<file path="config.mk">
export PLATFORM = sky130hd
export DESIGN_NAME = pattern_stream_source
export DESIGN_NICKNAME = d
export VERILOG_FILES = /design/src/rtl/pattern_stream_source.sv
export SDC_FILE = /design/constraint.sdc
export NUM_CORES = 1
export LEC_CHECK = 0
export ABC_AREA = 0
export BUFFER_PORTS_ARGS = -buffer_cell sky130_fd_sc_hd__clkbuf_2
export CORE_ASPECT_RATIO = 1.5
export CORE_MARGIN = 3
export CORE_UTILIZATION = 40
export DETAILED_ROUTE_END_ITERATION = 8
export PLACE_DENSITY = 0.67
export SLEW_MARGIN = 25
export SYNTH_ARGS = -nofsm -noshare
export SYNTH_HDL_FRONTEND = slang
export SYNTH_SLANG_ARGS = --single-unit
</file>
<file path="constraint.sdc">
create_clock -name clk -period 4.4 [get_ports clk]
set_clock_uncertainty 0.15 [all_clocks]
set_input_delay 0.44 -clock clk [delete_from_list [all_inputs] [get_ports clk]]
set_output_delay 0.44 -clock clk [all_outputs]
set_load 0.02 [all_outputs]
</file>
<file path="src/rtl/pattern_stream_source.sv">
// Valid/ready stimulus generator: streams beats from a small pattern table,
// an incrementing counter seeded from table entry 0, or an LFSR seeded from
// table entry 0. Supports one-shot and looping passes, idle gaps between
// beats, last-beat framing and done/busy status.
module pattern_stream_source #(
  parameter int DATA_WIDTH = 8,
  parameter int DEPTH      = 16,
  parameter int LEN_W      = 16,
  parameter int GAP_W      = 4,
  localparam int AW        = $clog2(DEPTH)
) (
  input  logic                  clk,
  input  logic                  rst,
  input  logic                  cfg_wr_en,
  input  logic [AW-1:0]         cfg_wr_addr,
  input  logic [DATA_WIDTH-1:0] cfg_wr_data,
  input  logic                  start,
  input  logic                  stop,
  input  logic [1:0]            mode,
  input  logic [LEN_W-1:0]      len,
  input  logic [GAP_W-1:0]      gap,
  output logic [DATA_WIDTH-1:0] out_data,
  output logic                  out_valid,
  input  logic                  out_ready,
  output logic                  out_last,
  output logic                  busy,
  output logic                  done,
  output logic [LEN_W-1:0]      beat_count
);

  typedef enum logic [1:0] {IDLE, SEND, GAP} state_t;

  state_t                  state;
  logic [DATA_WIDTH-1:0]   mem [DEPTH];
  logic [1:0]              mode_r;
  logic [LEN_W-1:0]        len_r;
  logic [LEN_W-1:0]        k;
  logic [GAP_W-1:0]        gap_r;
  logic [GAP_W-1:0]        gap_cnt;
  logic                    stop_pend;
  logic                    last_r;

  logic                    wr_ok;
  logic [DATA_WIDTH-1:0]   mem0;
  logic [DATA_WIDTH-1:0]   first_data;
  logic [LEN_W-1:0]        eff_len;
  logic                    handshake;
  logic                    loop_on;
  logic [LEN_W-1:0]        k_nxt;
  logic [DATA_WIDTH-1:0]   seq_data;
  logic [DATA_WIDTH-1:0]   nb_data;
  logic                    nb_last;

  // Shift left, feeding back the XOR of the two top bits.
  function automatic logic [DATA_WIDTH-1:0] lfsr_next(input logic [DATA_WIDTH-1:0] cur);
    return {cur[DATA_WIDTH-2:0], cur[DATA_WIDTH-1] ^ cur[DATA_WIDTH-2]};
  endfunction

  // Table modes can never run past the end of the table.
  function automatic logic [LEN_W-1:0] clamp_len(input logic [1:0] m, input logic [LEN_W-1:0] l);
    if (!m[1] && (l > LEN_W'(DEPTH)))
      return LEN_W'(DEPTH);
    return l;
  endfunction

  // Table writes are frozen while a stream is running, so mem[0] read
  // during a stream is stable; at start a same-cycle write to entry 0 is
  // forwarded so beat 0 sees it.
  assign wr_ok      = cfg_wr_en & ~busy;
  assign mem0       = (wr_ok && (cfg_wr_addr == '0)) ? cfg_wr_data : mem[0];
  assign first_data = ((mode == 2'd3) && (mem0 == '0)) ? DATA_WIDTH'(1) : mem0;
  assign eff_len    = clamp_len(mode, len);
  assign handshake  = out_valid & out_ready;
  assign loop_on    = (mode_r == 2'd1) && !stop_pend && !stop;

  // Next beat's data and framing, computed from the beat now presented.
  always_comb begin
    k_nxt = k + LEN_W'(1);
    case (mode_r)
      2'd2:    seq_data = out_data + DATA_WIDTH'(1);
      2'd3:    seq_data = lfsr_next(out_data);
      default: seq_data = mem[k_nxt[AW-1:0]];
    endcase
    if (out_last) begin
      nb_data = mem[0];
      nb_last = (len_r == LEN_W'(1));
    end else begin
      nb_data = seq_data;
      nb_last = (k_nxt == (len_r - LEN_W'(1)));
    end
  end

  // Pattern table: no reset so contents survive rst.
  always_ff @(posedge clk) begin
    if (wr_ok)
      mem[cfg_wr_addr] <= cfg_wr_data;
  end

  // Stream sequencer: IDLE -> SEND (-> GAP -> SEND)* -> IDLE.
  always_ff @(posedge clk or posedge rst) begin
    if (rst) begin
      state      <= IDLE;
      out_data   <= '0;
      out_valid  <= 1'b0;
      out_last   <= 1'b0;
      busy       <= 1'b0;
      done       <= 1'b0;
      beat_count <= '0;
      mode_r     <= '0;
      len_r      <= '0;
      gap_r      <= '0;
      gap_cnt    <= '0;
      k          <= '0;
      stop_pend  <= 1'b0;
      last_r     <= 1'b0;
    end else begin
      done <= 1'b0;
      if (busy && stop && (mode_r == 2'd1))
        stop_pend <= 1'b1;
      case (state)
        IDLE: begin
          if (start) begin
            mode_r     <= mode;
            len_r      <= eff_len;
            gap_r      <= gap;
            beat_count <= '0;
            k          <= '0;
            stop_pend  <= 1'b0;
            if (eff_len != '0) begin
              state     <= SEND;
              busy      <= 1'b1;
              out_valid <= 1'b1;
              out_data  <= first_data;
              out_last  <= (eff_len == LEN_W'(1));
            end else begin
              done <= 1'b1;
            end
          end
        end
        SEND: begin
          if (handshake) begin
            beat_count <= beat_count + LEN_W'(1);
            if (out_last && !loop_on) begin
              state     <= IDLE;
              busy      <= 1'b0;
              out_valid <= 1'b0;
              out_last  <= 1'b0;
              done      <= 1'b1;
              stop_pend <= 1'b0;
              k         <= '0;
            end else begin
              k        <= out_last ? '0 : k_nxt;
              out_data <= nb_data;
              last_r   <= nb_last;
              if (gap_r == '0) begin
                out_last <= nb_last;
              end else begin
                state     <= GAP;
                out_valid <= 1'b0;
                out_last  <= 1'b0;
                gap_cnt   <= gap_r - GAP_W'(1);
              end
            end
          end
        end
        GAP: begin
          if (gap_cnt == '0) begin
            state     <= SEND;
            out_valid <= 1'b1;
            out_last  <= last_r;
          end else begin
            gap_cnt <= gap_cnt - GAP_W'(1);
          end
        end
        default: state <= IDLE;
      endcase
    end
  end

endmodule

</file>
Word level (Yosys, flattened, before mapping):

Memory sizes are Yosys's and may differ from the RTL's.
Index checks and enable logic that the tools add are counted.

* flip-flop bits (word level): 74
* word-level logic and storage cells: 136
* memories kept: 1
* memory bits (writable): 128
* input port bits: 40

Memories
* mem: depth 16, width 8, rd ports 2, clocked after memory_dff 0, wr ports 1, RTL line 34 `logic [DATA_WIDTH-1:0] mem [DEPTH];`

* reductions and logical operators: 30
* eq/ne operators: 18
* add/sub/neg operators: 6
* order comparisons: 1
* muxes and demuxes: 61
* bitwise gates (word level): 5

Operator list (count)
* $mux 16: 7
* $pmux 16 s2: 2
* $mux 8: 7
* $add 16x1->16 const B: 2
* $eq 16x1->1 const B: 2
* $pmux 8 s2: 2
* $mux 1: 26
* $reduce_and 5->1: 5
* $eq 16x16->1: 1
* $gt 16x5->1 const B: 1
* $mux 4: 4
* $ne 2x2->1 const B: 8
* $reduce_bool 16->1: 1
* $sub 16x1->16 const B: 1
* $logic_not 4->1: 3
* $mux 2: 6
* $add 8x1->8 const B: 1
* $eq 2x2->1 const B: 4
* $logic_and 1x1->1: 8
* $logic_not 8->1: 1
* $pmux 4 s2: 1
* $sub 4x1->4 const B: 2
* $pmux 1 s2: 3
* $pmux 1 s3: 2
* 13 further kinds: 21

Depth between registers and ports, before layout:

Gate-level depths: netlist of run 1.

* depth after elaboration: 10
* depth in mapped cells: 11
* gate-level depth less buffers: 9

Least setup slack after synthesis of run 1:

OpenSTA, ideal clock, no wires.

* kind: flip-flop to flip-flop
* from: register len_r[0]
* to: register out_last
* clock period less this slack: 2.822 ns
* cell stages (with the launch flop): 11
* required time: 4.173 ns
* arrival: 2.594 ns
* path slack: 1.578 ns
* cells stage by stage: dfrtp_1 inv_1 ha_1 or3b_1 clkbuf_1 o31a_1 o211ai_1 or4b_2 nor4_2 nand4_1 a21oi_1

* word-level cells in the longest chain between the ends: 7

RTL lines
* from (decl): RTL line 36 `logic [LEN_W-1:0] len_r;`
* from (signal assigned): RTL line 124 `len_r <= eff_len;`
* $sub 16x1->16: RTL line 89 `nb_last = (k_nxt == (len_r - LEN_W'(1)));`
* $eq 16x16->1: RTL line 89
* $mux 1 (*): RTL line 84 `if (out_last) begin`
* $mux 1 (*): RTL line 155 `if (gap_r == '0) begin`
* $mux 1 (*): RTL line 143 `if (out_last && !loop_on) begin`
* $mux 1 (*): RTL line 141 `if (handshake) begin`
* $pmux 1 s3 (*): RTL line 120 `case (state)`
* to (signal assigned): RTL line 134 `out_last <= (eff_len == LEN_W'(1));`
* to (signal assigned): RTL line 156 `out_last <= nb_last;`
* to (signal assigned): RTL line 170 `out_last <= last_r;`
* to (decl): RTL line 25 `output logic out_last,`

Every way passes the cells marked *; elsewhere a longest branch is shown, timed or not. The select of a mux whose other input is x is not followed.
A chain may end at the register's enable or synchronous reset.

Worst setup path after layout of run 1:

* from: register k[0]
* to: register last_r

* word-level cells in the longest chain between the ends: 3

RTL lines
* from (decl): RTL line 37 `logic [LEN_W-1:0] k;`
* from (signal assigned): RTL line 152 `k <= out_last ? '0 : k_nxt;`
* $add 16x1->16: RTL line 78 `k_nxt = k + LEN_W'(1);`
* $eq 16x16->1: RTL line 89
* $mux 1: RTL line 84
* to (signal assigned): RTL line 154 `last_r <= nb_last;`
* to (decl): RTL line 41 `logic last_r;`

No other way between the ends.

==> results of run 1 <==
==> metal layers <==
layer	up-vias	part of all wire
li1	3022	-
met1	3225	0.41
met2	180	0.52
met3	41	0.050
met4	0	0.025
met5	-	0
==> sequential cells by signal, summed over array words and instances, names as in the netlist <==
name	flops
state	2
out_last	1
gap_cnt	4
mode_r	2
done	1
k	16
last_r	1
stop_pend	1
beat_count	16
out_data	8
len_r	16
out_valid	1
mem	128
gap_r	4
busy	1
==> worst register-to-register path, stage by stage, from the launching register on <==
cell	delay, ns
dfrtp_2	0.36
buf_4	0.51
nand4_1	0.28
or4_1	0.61
o211a_1	0.14
or4b_4	0.51
nor4_2	0.16
nand4_1	0.23
a21oi_1	0.22
==> placed cells by master (no fill, tap or decap), types with 19 or more instances in the layout <==
cell type / netlist / routed
mux4_2: 33 / 33
xor2_1: 20 / 19
edfxtp_1: 128 / 128
dfrtp_1: 74 / 73
nand2_1: 67 / 67
nor2_1: 52 / 52
o21ai_0: 50 / 50
a21oi_1: 38 / 38
clkbuf_16: 0 / 21
clkbuf_2: 0 / 67
==> Yosys cell counts (all sizes together), types with 7 or more instances <==
cell,number
a211oi,8
a21oi,38
a22o,12
buf,7
clkbuf,28
dfrtp,74
edfxtp,128
ha,11
inv,16
mux2,14
mux2i,18
mux4,33
nand2,67
nand3,18
nand4,9
nor2,52
nor3,19
nor4,11
o211ai,7
o21ai,51
o31ai,13
or3,11
xnor2,18
xor2,20
==> kinds of logic (layout without fill, tap and decap cells) <==
logic type,Yosys count,in the layout,share of synthesized area
adders and majority gates,11,11,0.01424
DFF,202,202,0.5893
AOI/OAI and AO/OA,157,157,0.1028
buffers and inverters,52,130,0.02123
and+or+nand+nor,230,230,0.1214
muxes,65,65,0.1119
xor gates and xnor gates,40,40,0.03910
==> worst max path at each step <==
stage,to,slack (ns),cells past startpoint
final,last_r$_DFFE_PP0P_,1.16,8
after global routing,out_last$_DFFE_PP0P_,0.95,8
after CTS,out_data[0]$_DFFE_PP0P_,1.04,9
after detailed placement,out_data[0]$_DFFE_PP0P_,1.07,9
after global placement,out_data[0]$_DFFE_PP0P_,1.15,9
after floorplan,out_last$_DFFE_PP0P_,1.58,10
==> repair_timing <==
action / CTS / global route
resized for setup: 0 / 0
setup endpoints to repair: 0 / 0
hold buffers: 1 / 0
hold endpoints to repair: 46 / 0
==> stage by stage <==
step                utilization  cell area (um2)  total power, uW  worst slack, ns  hold WS [ns]
detailed placement       0.4354            10340             4918            1.070        0.3353
global placement         0.4350            10330             4884            1.150        0.3314
finish                   0.4654            11050             6670            1.160       0.02808
CTS                      0.4650            11040             6723            1.044       0.01027
global route             0.4654            11050             7052           0.9544       0.01952
floorplan                     -             9664             4306            1.578        0.3161
==> cell type report <==
cell class | instances | area [um2] | share of cell area
clock inverters | 14 | 160.2 | 0.01449
clock buffers | 23 | 533.0 | 0.04824
inverters | 17 | 65.06 | 0.005888
flip-flops and latches | 202 | 5697 | 0.5156
well taps | 319 | 399.1 | 0.03612
multi-input cells | 503 | 3790 | 0.3430
repair buffers | 76 | 405.4 | 0.03669
==> power by group <==
part           internal [uW]  leakage (uW)  switching (uW)
Combinational           1050       0.00163            1310
Sequential              2230       0.00211             304
Clock                   1060      0.000323             725
Total                   4330       0.00407            2340
==> impl_metrics.json, run 1 <==
{
  "status": "finished, final reports clean",
  "yosysUniqueCellTypes": 60,
  "powerDensity_nw_per_um2": 603.7,
  "timing.rr.end": "last_r$_DFFE_PP0P_",
  "n_fill_cell": 2091,
  "die_w_um": 132.9,
  "worst-path-buf-inv": 1,
  "clkTransAtPathRegs_ns": 0.06,
  "vias": 6468,
  "syn_inst": 757,
  "cap_violations": 0,
  "avgViaCountPerCell": 5.605,
  "die_h_um": 196.4,
  "met2_usage": 0.2969,
  "synth_seq_area_share": 0.5893,
  "synth_seq_cells": 202,
  "final-setup-viol-count": 0,
  "die-area_um2": 26100,
  "arrival_ns": 3.50,
  "cp-startpoint": "k[0]$_DFFE_PP0P_",
  "crit_type": "flip-flop to flip-flop",
  "slew_violations": 0,
  "cpLargestDelayFamily": "simple AND/OR/NAND/NOR gates",
  "rows": 69,
  "max_stage_delay_ns": 0.61,
  "gp_congestion": 0.8634,
  "critPathMostFrequentCell": "nand4_1",
  "ant_nets": 0,
  "wl_per_cell_um": 19.02,
  "drtIter0Drc": 474,
  "async_reset_ff_frac": 0.3663,
  "dp_hpwl_um": 15530,
  "start_util": 0.4071,
  "synth.largest_area_cell": "edfxtp_1",
  "synth_flop_cell": "edfxtp_1",
  "tns_ns": 0,
  "cts_sinks": 202,
  "final.min_clock_period_ns": 3.240,
  "cts_tree": "built",
  "hold_path_class": "primary input to flip-flop",
  "post_cts_buffers": 0,
  "start_kind": "flip-flop",
  "crit_fanout": 38,
  "relSlewSlack": 0.3271,
  "drc": 0,
  "rsz0062_at_grt": "false",
  "io_buffer_count": 67,
  "syn_area_um2": 9664,
  "syn2layout_area_growth_pct": 14.33,
  "worstSetupEndpointType": "flip-flop",
  "track_usage": 0.1641,
  "globalRoute.totalOverflow": 0,
  "crit_chain": "buf_4 -> nand4_1 -> or4_1 -> o211a_1 -> or4b_4 -> nor4_2 -> nand4_1 -> a21oi_1",
  "reg2reg_depth": 8,
  "layout-drive-gt1-share": 0.2060,
  "whs_path_depth": 2,
  "tightest_slew_ns": 1.007,
  "cts_max_level": 1,
  "crit_path_top_delay_cell": "or4_1",
  "num-nets-final": 872,
  "antenna_found_initial": 0,
  "peakVddDrop_mv": 0.3475,
  "timing.final.crit_share": 0.7363,
  "critPathRequiredTime_ns": 4.66,
  "core_area_um2": 23740,
  "n_antenna_cell": 0,
  "synth_edf_count": 128,
  "synthTopCellsByArea": "edfxtp_1, dfrtp_1, mux4_2",
  "fin_cells": 1154,
  "max_freq_ghz": 0.3087,
  "hold_violations": 0,
  "root_buffer": "clkbuf_16",
  "grt.met3_usage": 0.02477,
  "synth_top_area_share": 0.3977,
  "grt_pass1_vias": 6326,
  "postSynthAreaPerCell_um2": 12.77,
  "grt_max_degree": 48,
  "use_met1": 0.2021,
  "timing.rr.start": "k[0]$_DFFE_PP0P_",
  "clockBufferDepth": 3,
  "syn-num-nets": 808,
  "cts_buffers": 21,
  "io_pins": 68,
  "p_leak_uw": 0.004069,
  "routed_wl_um": 21950,
  "drtPass1Iterations": 5,
  "ys_warn_count": 0,
  "grt_pass1_wl_um": 34560,
  "r2r_setup_slack_ns": 1.16,
  "grt.busiest_layer": "met2",
  "whs_endpoint": "gap_r[1]$_DFFE_PP0P_",
  "placedCellCount": 1116,
  "hold_start": "gap[1]",
  "clk_latency_ns": 0.49
}
Power figures use the tool's default switching activity.
==> run 2: changes to the inputs <==
PLACE_DENSITY = 0.69   (was 0.67)
clock period = 2.9 ns   (was 4.4 ns; I/O delays follow)
==> run 2 against run 1 <==
  * Combinational power up 71%
  * Die area unchanged
  * First-iteration DRC count down 4.6%
  * Largest cell class unchanged
==> impl_metrics.json, run 2 (synthesis results as in run 1) <==
{
  "status": "finished, final reports clean",
  "crit_chain": "buf_6 -> or4_4 -> o31a_1 -> o211a_1 -> or4b_4 -> nor4_4 -> nand4_1 -> a21oi_1",
  "core_area_um2": 23740,
  "switchingPower_uw": 3720,
  "antenna_found_initial": 0,
  "die_w_um": 132.9,
  "max_freq_ghz": 0.3547,
  "layout-drive-gt1-share": 0.2492,
  "hold_slack_ns": 0.02606,
  "crit_path_top_delay_cell": "or4_4",
  "io_pins": 68,
  "wl_met2_um": 12240,
  "cts_max_level": 1,
  "syn2layout_area_growth_pct": 21.30,
  "grt_max_degree": 41,
  "powerDensity_nw_per_um2": 905.0,
  "crit_type": "flip-flop to flip-flop",
  "seqPwrFrac": 0.359,
  "r2r_setup_slack_ns": 0.08,
  "mostFrequentLayoutCells": "edfxtp_1, dfrtp_1, nand2_1, clkbuf_2, nor2_1",
  "route.met3.wl_um": 895,
  "n_fill_cell": 2039,
  "timing.rr.end": "last_r$_DFFE_PP0P_",
  "clkTransAtPathRegs_ns": 0.06,
  "grt_pass1_wl_um": 37110,
  "combinationalPowerShare": 0.379,
  "grt_pass1_vias": 6753,
  "cp-startpoint": "len_r[1]$_DFFE_PP0P_",
  "timing.rr.start": "len_r[1]$_DFFE_PP0P_",
  "root_buffer": "clkbuf_16",
  "fin_util": 0.4938,
  "num-nets-final": 942,
  "timing.final.crit_share": 0.9723,
  "hold_violations": 0,
  "dpl_cell_area_um2": 10690,
  "placedCellCount": 1161,
  "die-area_um2": 26100,
  "hold_path_class": "primary input to flip-flop",
  "track_usage": 0.1778,
  "crit_fanout": 3,
  "io_buffer_count": 67,
  "ant_nets": 0,
  "cts_buffers": 22,
  "largest_reg_flops": 128,
  "max_stage_delay_ns": 0.52,
  "dp_hpwl_um": 16120,
  "wl_per_cell_um": 18.74,
  "clk_latency_ns": 0.50,
  "n_antenna_cell": 0,
  "critPathRequiredTime_ns": 3.18,
  "internal_power_uw": 6889,
  "peakVddDrop_mv": 0.4632,
  "relSlewSlack": 0.5126,
  "largest_register": "mem",
  "start_util": 0.4071,
  "avgViaCountPerCell": 5.472,
  "post_cts_buffers": 0,
  "layout_commonest_cell": "edfxtp_1",
  "crit_end": "last_r$_DFFE_PP0P_",
  "gp_congestion": 0.8673,
  "rsz0062_at_grt": "true",
  "worstSetupEndpointType": "flip-flop",
  "slew_violations": 0,
  "start_kind": "flip-flop",
  "fin_cells": 1226,
  "p_leak_uw": 0.004424,
  "globalRoute.totalOverflow": 0,
  "cap_violations": 0,
  "finalInstanceArea_um2": 11720,
  "tns_ns": 0,
  "swShare": 0.3507,
  "vias": 6709,
  "cts_tree": "built",
  "drtPass1Iterations": 5,
  "die_h_um": 196.4,
  "drc": 0,
  "drtIter0Drc": 452,
  "tightest_slew_ns": 0.7311,
  "cts_sinks": 202,
  "whs_path_depth": 3,
  "clockBufferDepth": 3,
  "routed_wl_um": 22970,
  "arrival_ns": 3.10,
  "top_layer": "met4",
  "clkPwrFrac": 0.262,
  "reg2reg_depth": 8,
  "rows": 69,
  "final-setup-viol-count": 0,
  "wl_met1_um": 9234,
  "final.min_clock_period_ns": 2.820
}
-- run 2: cell types whose count changed in the layout (fill, tap and decap cells not counted), sizes merged --
cell         delta
buf            +45
dlygate4sd3    +24
clkbuf          +2
bufinv          -1
clkinv          +1
inv             +1
-- run 2: how the worst min path moves through the flow --
stage / startpoint / endpoint / slack [ns]
global route: mode[1] / mode_r[1]$_DFFE_PP0P_ / 0.03
finish: mode[1] / len_r[5]$_DFFE_PP0P_ / 0.03
floorplan: cfg_wr_data[0] / mem[0][0]$_DFFE_PP_ / 0.24
detailed placement: rst / gap_r[1]$_DFFE_PP0P_ / 0.26
global placement: rst / gap_cnt[1]$_DFFE_PP0P_ / 0.26
CTS: mode[1] / len_r[5]$_DFFE_PP0P_ / 0.006
-- run 2: what timing repair did --
action / in CTS / in global routing
hold endpoints to repair: 61 / 0
gates resized for setup: 5 / 7
endpoints found under the setup margin: 2 / 4
hold buffers: 25 / 0
pin swaps: 2 / 2
-- run 2: cell type report --
class	instances	area (um2)	share of cell area
flip-flops and latches	202	5697	0.4860
multi-input cells	503	3824	0.3262
repair buffers	145	1012	0.08635
clock buffers	25	583.1	0.04974
well taps	319	399.1	0.03405
clock inverters	15	142.6	0.01217
inverters	17	65.06	0.005550
-- run 2: critical path, delay by kind of cell (launching register included) --
kind	cells	cell delay [ns]
buffers and inverters	1	0.12
AND/OR/NAND/NOR	4	1.41
AO/OA/AOI/OAI	3	0.67
flip-flops	1	0.39
-- run 2: metrics by stage --
| step | setup slack, ns | power, uW |
|---|---|---|
| 2_1_floorplan | 0.07807 | 6534 |
| 3_3_place_gp | 0.004027 | 7635 |
| 3_5_place_dp | -0.06568 | 7727 |
| 4_1_cts | 0.03316 | 10640 |
| 5_1_grt | -0.03708 | 11240 |
| 6_report | 0.08043 | 10610 |
-- run 2: power by group through the flow --
stage / registers (uW) / logic [uW] / clock network [uW]
after floorplan: 3810 / 2720 / 0
after CTS: 3790 / 4010 / 2840
after global routing: 3850 / 4420 / 2980
after detailed placement: 3840 / 3890 / 0
after global placement: 3830 / 3810 / 0
final: 3800 / 4020 / 2780
-- run 2: per-layer routing --
metal | GRT usage | vias to the layer above
li1 | - | 3176
met1 | 0.2173 | 3322
met2 | 0.3235 | 173
met3 | 0.02375 | 38
met4 | 0.06048 | 0
met5 | 0 | -
==> run 3: changes to the inputs <==
CELL_PAD_IN_SITES_DETAIL_PLACEMENT = 1   (was not set)
CELL_PAD_IN_SITES_GLOBAL_PLACEMENT = 1   (was not set)
PLACE_DENSITY = 0.79   (was 0.69)
REMOVE_ABC_BUFFERS = 1   (was not set)
==> run 3 against run 2 <==
  * Flip-flop and latch count stayed put
  * Core utilization is 0.11 points higher
  * Largest cell class unchanged
  * Global-route usage is 2.4 points higher
  * Clock power is 2% higher
  * Non-clock buffer count is 1 higher
  * Via count is 3.5% higher
  * Sequential power hardly changed
  * Worst setup slack worse by 0.024 ns
  * Cell area is 0.21% higher
  * Total power is 2.7% higher
  * Critical path type unchanged
==> impl_metrics.json, run 3 (synthesis results as in run 1) <==
{
  "layout-drive-gt1-share": 0.2467,
  "cts_tree": "built",
  "max_stage_delay_ns": 0.50,
  "setup_ws_ns": 0.05667,
  "place_ws_ns": -0.03906,
  "max_freq_ghz": 0.3517,
  "hold_violations": 0,
  "antenna_found_initial": 0,
  "grt_pass1_wl_um": 41870,
  "relSlewSlack": 0.3750,
  "n_fill_cell": 2493,
  "ant_nets": 0,
  "clk_latency_ns": 0.51,
  "cts_buffers": 22,
  "track_usage": 0.2019,
  "cts_sinks": 202,
  "syn2layout_area_growth_pct": 21.56,
  "cap_violations": 0,
  "n_antenna_cell": 0,
  "clkTransAtPathRegs_ns": 0.06,
  "grt_max_degree": 40,
  "clockBufferDepth": 3,
  "drc": 0,
  "vias": 6941,
  "critPathRequiredTime_ns": 3.19,
  "rsz0062_at_grt": "true",
  "crit_fanout": 4,
  "root_buffer": "clkbuf_16",
  "final.min_clock_period_ns": 2.843,
  "io_buffer_count": 67,
  "gp_congestion": 0.8514,
  "timing.final.crit_share": 0.9805,
  "globalRoute.totalOverflow": 0,
  "mostFrequentLayoutCells": "edfxtp_1, dfrtp_1, nand2_1, clkbuf_2, buf_4",
  "drtPass1Iterations": 5,
  "largest_reg_flops": 128,
  "crit_type": "flip-flop to flip-flop",
  "routed_wl_um": 26810,
  "slew_violations": 0,
  "cts_max_level": 1,
  "dp_hpwl_um": 18100,
  "die_h_um": 196.4,
  "arrival_ns": 3.13,
  "p_leak_uw": 0.004439,
  "final-setup-viol-count": 0,
  "start_util": 0.4071,
  "peakVddDrop_mv": 0.5386,
  "multiInputGateArea_um2": 3842,
  "io_pins": 68,
  "register_area_um2": 5697,
  "rows": 69,
  "num-nets-final": 943,
  "start_kind": "flip-flop",
  "layout_commonest_cell": "edfxtp_1",
  "drtIter0Drc": 368,
  "worstSetupEndpointType": "flip-flop",
  "tightest_slew_ns": 0.9356,
  "fin_cells": 1227,
  "grt_pass1_vias": 7559,
  "power_uw": 10900,
  "die_w_um": 132.9,
  "placedCellCount": 1161,
  "status": "finished, final reports clean",
  "hold_slack_ns": 0.05675,
  "die-area_um2": 26100,
  "fin_util": 0.4948,
  "avgViaCountPerCell": 5.657,
  "powerDensity_nw_per_um2": 927.8,
  "crit_path_top_delay_cell": "or4b_4",
  "crit_chain": "inv_1 -> ha_2 -> or3b_4 -> o31a_1 -> o211ai_1 -> or4b_4 -> nor4_4 -> nand4_1 -> a21oi_1",
  "hold_path_class": "primary input to flip-flop",
  "wl_per_cell_um": 21.85,
  "largest_register": "mem",
  "core_area_um2": 23740
}
run 3: metal layers:
metal | global-route usage | routed length [um]
met5 | 0 | 0
met4 | 0.07666 | 1100
met3 | 0.02681 | 1145
met2 | 0.3753 | 14260
met1 | 0.2357 | 10310
run 3: final cells by class:
cell class              instances  share of cell area
flip-flops and latches        202              0.4849
multi-input cells             503              0.3271
repair buffers                146             0.08648
clock buffers                  26             0.04995
well taps                     319             0.03398
clock inverters                14             0.01204
inverters                      17            0.005538
run 3: worst paths after layout:
| path | startpoint | end | slack (ns) | depth (start not counted) |
|---|---|---|---|---|
| worst max-delay path | len_r[0]$_DFFE_PP0P_ | last_r$_DFFE_PP0P_ | 0.06 | 9 |
| worst min-delay path | start | len_r[4]$_DFFE_PP0P_ | 0.06 | 3 |
| worst max register to register | len_r[0]$_DFFE_PP0P_ | last_r$_DFFE_PP0P_ | 0.06 | 9 |
| worst min register to register | gap_cnt[3]$_DFFE_PP0P_ | gap_cnt[3]$_DFFE_PP0P_ | 0.35 | 1 |
| max in group asynchronous | rst | len_r[11]$_DFFE_PP0P_ | 1.60 | 4 |
| min in group asynchronous | rst | beat_count[9]$_DFFE_PP0P_ | 0.26 | 3 |
run 3: where the power goes:
group | internal, uW | leakage (uW) | total, uW | switching [uW]
sequential | 3390 | 0.00211 | 3790 | 404
combinational | 1900 | 0.00197 | 4270 | 2370
clock | 1710 | 0.000357 | 2840 | 1130
run 3: critical path, delay by kind of cell, from the launching register on:
| kind | cells | cell delay [ns] |
|---|---|---|
| fa+ha+maj | 1 | 0.19 |
| simple gates | 4 | 1.28 |
| flops | 1 | 0.42 |
| compound gates | 3 | 0.63 |
| buf+inv | 1 | 0.10 |
run 3: stage by stage:
step                setup TNS (ns)  cell area [um2]
global route               -0.1582            11750
floorplan                   -12.62             9523
global placement                 0            10690
finish                           0            11750
detailed placement        -0.05199            10690
CTS                              0            11660
run 3: repair_timing:
item,CTS,global route
setup endpoints to repair,2,4
hold buffers,24,1
hold endpoints to repair,59,1
pin swaps,1,4
gates resized for setup,2,13
cloned,0,0
buffers inserted,0,1
